### config.mk
export PLATFORM = sky130hd
export DESIGN_NAME = vx_credit_arb
export DESIGN_NICKNAME = d
export VERILOG_FILES = /design/src/rtl/vx_credit_arb.sv
export SDC_FILE = /design/constraint.sdc
export NUM_CORES = 1
export LEC_CHECK = 0
export BUFFER_PORTS_ARGS = -buffer_cell sky130_fd_sc_hd__buf_2
export CAP_MARGIN = 20
export CORE_AREA = 2 2 180 182
export CTS_CLUSTER_SIZE = 25
export DETAILED_ROUTE_END_ITERATION = 12
export DIE_AREA = 0 0 182 184
export GPL_ROUTABILITY_DRIVEN = 0
export SLEW_MARGIN = 5
export SYNTH_ARGS = -nofsm -noshare
export SYNTH_HDL_FRONTEND = slang
export SYNTH_SLANG_ARGS = --single-unit
### constraint.sdc
create_clock -name clk -period 5.2 [get_ports clk]
set_clock_uncertainty 0.05 [all_clocks]
set_input_delay 0.78 -clock clk [delete_from_list [all_inputs] [get_ports clk]]
set_output_delay 0.78 -clock clk [all_outputs]
set_load 0.01 [all_outputs]
### src/rtl/vx_credit_arb.sv
// Round-robin arbiter sharing one registered memory request port among NUM_REQS
// requesters, with per-requester credit limits and tag-based response routing.
module vx_credit_arb #(
  parameter  int NUM_REQS      = 4,
  parameter  int DATAW         = 64,
  parameter  int RSP_DATAW     = 32,
  parameter  int TAG_IN_WIDTH  = 8,
  parameter  int MAX_PENDING   = 4,
  localparam int LOG_NUM_REQS  = $clog2(NUM_REQS),
  localparam int TAG_OUT_WIDTH = TAG_IN_WIDTH + LOG_NUM_REQS,
  localparam int CNTW          = $clog2(MAX_PENDING + 1)
) (
  input  logic                             clk,
  input  logic                             reset,
  input  logic [NUM_REQS-1:0]              req_valid_in,
  input  logic [NUM_REQS*DATAW-1:0]        req_data_in,
  input  logic [NUM_REQS*TAG_IN_WIDTH-1:0] req_tag_in,
  output logic [NUM_REQS-1:0]              req_ready_in,
  output logic                             req_valid_out,
  output logic [DATAW-1:0]                 req_data_out,
  output logic [TAG_OUT_WIDTH-1:0]         req_tag_out,
  input  logic                             req_ready_out,
  input  logic                             rsp_valid_in,
  input  logic [RSP_DATAW-1:0]             rsp_data_in,
  input  logic [TAG_OUT_WIDTH-1:0]         rsp_tag_in,
  output logic                             rsp_ready_in,
  output logic [NUM_REQS-1:0]              rsp_valid_out,
  output logic [RSP_DATAW-1:0]             rsp_data_out,
  output logic [TAG_IN_WIDTH-1:0]          rsp_tag_out,
  input  logic [NUM_REQS-1:0]              rsp_ready_out,
  output logic                             idle
);

  logic                               r_valid;
  logic [DATAW-1:0]                   r_data;
  logic [TAG_OUT_WIDTH-1:0]           r_tag;
  logic [LOG_NUM_REQS-1:0]            r_ptr;
  logic [NUM_REQS-1:0][CNTW-1:0]      r_pending;

  logic [NUM_REQS-1:0][CNTW-1:0]      w_pending_next;
  logic [DATAW-1:0]                   w_data_arr [NUM_REQS];
  logic [TAG_IN_WIDTH-1:0]            w_tag_arr  [NUM_REQS];
  logic [NUM_REQS-1:0]                w_eligible;
  logic [NUM_REQS-1:0]                w_busy;
  logic [NUM_REQS-1:0]                w_rsp_fire;
  logic                               w_load;
  logic                               w_found;
  logic                               w_accept;
  logic [LOG_NUM_REQS-1:0]            w_gnt_idx;
  logic [LOG_NUM_REQS:0]              w_cand;
  logic [LOG_NUM_REQS-1:0]            w_sel;
  logic                               w_sel_ok;

  // Search eligible requesters starting at r_ptr, wrapping modulo NUM_REQS.
  always_comb begin
    w_found   = 1'b0;
    w_gnt_idx = '0;
    w_cand    = '0;
    for (int k = 0; k < NUM_REQS; k++) begin
      w_cand = {1'b0, r_ptr} + (LOG_NUM_REQS+1)'(k);
      if (w_cand >= (LOG_NUM_REQS+1)'(NUM_REQS))
        w_cand = w_cand - (LOG_NUM_REQS+1)'(NUM_REQS);
      if (!w_found && w_eligible[w_cand[LOG_NUM_REQS-1:0]]) begin
        w_found   = 1'b1;
        w_gnt_idx = w_cand[LOG_NUM_REQS-1:0];
      end
    end
  end

  assign w_load   = !r_valid || req_ready_out;
  assign w_accept = w_load && w_found;

  assign w_sel    = rsp_tag_in[LOG_NUM_REQS-1:0];
  assign w_sel_ok = ({1'b0, w_sel} < (LOG_NUM_REQS+1)'(NUM_REQS));

  // Out-of-range selects are swallowed so the response port never stalls.
  assign rsp_ready_in = w_sel_ok ? rsp_ready_out[w_sel] : 1'b1;
  assign rsp_data_out = rsp_data_in;
  assign rsp_tag_out  = rsp_tag_in[TAG_OUT_WIDTH-1:LOG_NUM_REQS];

  generate
    for (genvar gi = 0; gi < NUM_REQS; gi++) begin : g_req
      assign w_data_arr[gi]    = req_data_in[gi*DATAW +: DATAW];
      assign w_tag_arr[gi]     = req_tag_in[gi*TAG_IN_WIDTH +: TAG_IN_WIDTH];
      assign w_eligible[gi]    = req_valid_in[gi] && (r_pending[gi] < CNTW'(MAX_PENDING));
      assign w_busy[gi]        = (r_pending[gi] != '0);
      assign req_ready_in[gi]  = w_accept && (w_gnt_idx == LOG_NUM_REQS'(gi));
      assign rsp_valid_out[gi] = rsp_valid_in && w_sel_ok && (w_sel == LOG_NUM_REQS'(gi));
      assign w_rsp_fire[gi]    = rsp_valid_out[gi] && rsp_ready_in;

      // Accept and response together cancel; a response at zero saturates.
      always_comb begin
        w_pending_next[gi] = r_pending[gi];
        if (req_ready_in[gi] && !w_rsp_fire[gi])
          w_pending_next[gi] = r_pending[gi] + CNTW'(1);
        else if (w_rsp_fire[gi] && !req_ready_in[gi] && w_busy[gi])
          w_pending_next[gi] = r_pending[gi] - CNTW'(1);
      end
    end
  endgenerate

  always_ff @(posedge clk or negedge reset) begin
    if (!reset) begin
      r_pending <= '0;
    end else begin
      r_pending <= w_pending_next;
    end
  end

  always_ff @(posedge clk or negedge reset) begin
    if (!reset) begin
      r_valid <= 1'b0;
      r_data  <= '0;
      r_tag   <= '0;
      r_ptr   <= '0;
    end else if (w_load) begin
      r_valid <= w_found;
      if (w_found) begin
        r_data <= w_data_arr[w_gnt_idx];
        r_tag  <= {w_tag_arr[w_gnt_idx], w_gnt_idx};
        r_ptr  <= (w_gnt_idx == LOG_NUM_REQS'(NUM_REQS-1)) ? '0 : w_gnt_idx + LOG_NUM_REQS'(1);
      end
    end
  end

  assign req_valid_out = r_valid;
  assign req_data_out  = r_data;
  assign req_tag_out   = r_tag;
  assign idle          = !r_valid && !(|w_busy);

endmodule
==> results summary <==
The number of top-level design ports came out at 467. Counting stages on the worst path, the most repeated cell is sky130_fd_sc_hd__buf_2. The total via count after detailed routing came out at 6584.

The standby leakage power is 4.30 nW. The number of global-route vias before repair is 6483. The total non-filler cell area in the finished layout came out at 8720 um^2. The placed cell count is 1441. The hold buffer count at cts is 0. The cell family contributing the most delay on the critical path is buffers and inverters. The clock root buffer master is sky130_fd_sc_hd__clkbuf_16. The count of nets after finishing is 1397.

In the post-synthesis netlist, the cell with the most instances is sky130_fd_sc_hd__dfrtp_1. The post-layout minimum cycle time is 3890 ps. The async set-reset flop share out of synthesis came out at 100%. By count the netlist is led by sky130_fd_sc_hd__dfrtp_1, sky130_fd_sc_hd__nand2_1, sky130_fd_sc_hd__mux2i_1. The number of failing hold endpoints at the final stage is 0. The count of unresolved DRC violations after routing came out at 0.

For the final routed database, the setup TNS stands at 0 ps. The number of warnings reported in the yosys synthesis log came out at 0. The total inserted antenna cells is 0. For this block, the routed nets add up to 24100 um of wire.

The net count after synthesis came out at 1087. Based on the critical path, the design can be clocked at up to 0.257 GHz. Measured along the y axis, the die boundary spans 184 um. The arrival time reported for the critical path endpoint came out at 3060 ps. In the finished design, the share of the clock period the worst path needs comes to 74.8%. The routed length per instance is 16.6 um. The required time of the worst setup path is 4370 ps. For this run, the leading register cell type out of synthesis is sky130_fd_sc_hd__dfrtp_1.

The deepest clock path buffer count came out at 2. STA classifies the critical path startpoint as an input port. The maximum vdd drop came out at 0.230 mV. The clock-pin slew reported for the worst setup and hold paths after clock tree synthesis is 60 ps.

STA classifies the critical path endpoint as an output pin. Entering global routing, the biggest net connects 77 pins. For this run, the number of standard cells in the final layout without fillers is 1454. TritonCTS created 9 clock buffers. The die width came out at 182 um. Synthesis inferred 89 register bits. The remaining antenna violation count after routing came out at 0. The largest driver fanout on the critical path came out at 76. The placed standard-cell area came out at 8450 um^2.

The clock reaches the later pin of the worst-skew pair after 340 ps. Compared with the post-synthesis result, the final layout area differs by 34.4%. The global routing usage summed across all routing layers came out at 13.9%. The number of setup buffers added after CTS is 0. Cells with a size suffix above 1 make up 40.5% of the layout. In this run the tightest slew margin relative to its limit is 41.3%. Summed over all layers, the global routing overflow is 0. In the routed layout, each cell is associated on average with a via count of 4.53. The synthesized design devotes to its leading area cell type 34.3% of total area. The number of max-slew violations in the final report came out at 0. Summed over all instances, the cell type with the most area after synthesis is sky130_fd_sc_hd__dfrtp_1. The worst path buffer plus inverter count came out at 3. The sequential element share of the synthesized area is 34.3%. The violation count after the first detailed-routing iteration came out at 267. Traced cell by cell, the critical path runs through buf_2, nor2b_1, o21ai_0, a211oi_4, buf_4, and2_4, buf_2.

The transition at the pin with the smallest max-transition slack came out at 880 ps. The number of distinct library cells after synthesis came out at 53. The area of the die is 33500 um^2. Gates resized during post-CTS repair numbered 0. The count of flip-flops with a built-in enable after synthesis is 0. TritonCTS built the clock tree. The post-synthesis area per instance is 8.77 um^2. The final hold slack came out at 394 ps. The global-route wire length before repair is 36000 um. The H-tree was split into 3 levels.

The flow ran to the end, and the final reports show no timing, DRC or antenna violations. The delay of the slowest critical-path stage came out at 680 ps. The placeable core region came out at 31400 um^2. The worst setup path is of the input port to output pin kind. Setup violations remaining at the end of the flow were counted as 0. The number of cell rows came out at 65. The first detailed-routing pass ran for 4 iterations. The number of antenna violations at the first check in global routing came out at 1. The synthesized instance count came out at 740.

Setup repair after global routing left no endpoint under its margin. The final core area utilization came out at 27.8%. The critical path's slowest cell is sky130_fd_sc_hd__buf_4. The cell area that synthesis handed to floorplanning was 6490 um^2. The classification of the worst-slack hold path is input port to async pin. The tool flagged a number of max-cap violations equal to 0.

The initial core utilization is 20.7%. The number of sinks on the clock net is 89. After legalization and detailed placement, the total HPWL measured 17900 um. By area the synthesized netlist is led by sky130_fd_sc_hd__dfrtp_1, sky130_fd_sc_hd__mux2i_1, sky130_fd_sc_hd__o211ai_1. The count of buffers added on input and output ports is 386. The power density over the cells is 497 nW/um^2.
## power by group
| part | switching, W | total [W] | internal (W) |
|---|---|---|---|
| logic | 0.00145 | 0.00245 | 0.00100 |
| registers | 0.000225 | 0.00124 | 0.00102 |
| clock network | 0.000280 | 0.000643 | 0.000363 |
## metal layers
layer | up-vias | routed length (um) | global-route usage, %
met1 | 3016 | 9710 | 15.9
met5 | - | 12 | 0
met4 | 2 | 554 | 5.06
met3 | 27 | 1770 | 3.68
li1 | 3206 | - | -
met2 | 333 | 12100 | 24.7
## sequential cells by signal, summed over array words and instances, names as in the netlist
| signal | count |
|---|---|
| req_data_out | 64 |
| r_pending | 12 |
| req_tag_out | 10 |
| r_ptr | 2 |
| req_valid_out | 1 |
## cell usage in the layout, fill, tap and decap left out, drive strengths merged, types with 2 or more instances in the layout
cell type	count
clkbuf	9
inv	8
fa	4
nor3	4
o21ai	84
mux2	4
nand2	87
nand2b	5
o21a	3
mux2i	78
clkinv	2
a211oi	3
nor3b	2
o221ai	3
a21oi	8
dfrtp	89
and2	76
buf	397
o211ai	74
nor2b	4
nor2	11
xnor2	3
and3	75
## final timing paths
kind / start / endpoint / slack [ps] / depth (start not counted)
worst min-delay path: reset / req_data_out[51] / 390 / 1
min in group clk: req_tag_out[1] / req_tag_out[1] / 430 / 2
worst min register to register: req_tag_out[1] / req_tag_out[1] / 430 / 2
worst max-delay path: req_valid_in[1] / req_ready_in[1] / 1310 / 7
max in group asynchronous: reset / req_data_out[20] / 3640 / 2
worst max register to register: r_pending[5] / r_pending[4] / 1650 / 9
## metrics by stage
| step | total power [W] | setup slack (ps) |
|---|---|---|
| after floorplan | 0.00289 | 1800 |
| after global placement | 0.00369 | 1330 |
| after detailed placement | 0.00373 | 1250 |
| after CTS | 0.00441 | 1290 |
| after global routing | 0.00469 | 1120 |
| final | 0.00433 | 1310 |
## logic make-up after synthesis
| logic type | count (synthesis) | share of synthesized area (%) |
|---|---|---|
| AO/OA/AOI/OAI | 184 | 18.6 |
| XOR/XNOR | 3 | 0.405 |
| adder cells (fa/ha/maj) | 5 | 1.43 |
| buffers and inverters | 106 | 9.73 |
| flip-flops | 89 | 34.3 |
| multiplexers | 83 | 13.1 |
| AND/OR/NAND/NOR | 270 | 22.4 |
## worst register-to-register path, cell delays in order, from the launching register on
cell and delay, ps:
sky130_fd_sc_hd__dfrtp_1 450, sky130_fd_sc_hd__nor2b_1 540, sky130_fd_sc_hd__o21ai_0 300, sky130_fd_sc_hd__a211oi_4 290, sky130_fd_sc_hd__buf_4 680, sky130_fd_sc_hd__and3_1 340
sky130_fd_sc_hd__inv_1 70, sky130_fd_sc_hd__fa_1 450, sky130_fd_sc_hd__o221ai_1 200, sky130_fd_sc_hd__o21ai_1 90
## cell type report
class,instances,area [um^2]
clock buffer,9,225
clock inverter,4,47.5
fill,3410,22700
inverter,8,30.0
multi-input combinational,545,3660
sequential,89,2230
tap,402,503
timing repair buffer,397,2030
Note: power is estimated with default switching activity, not from simulation.
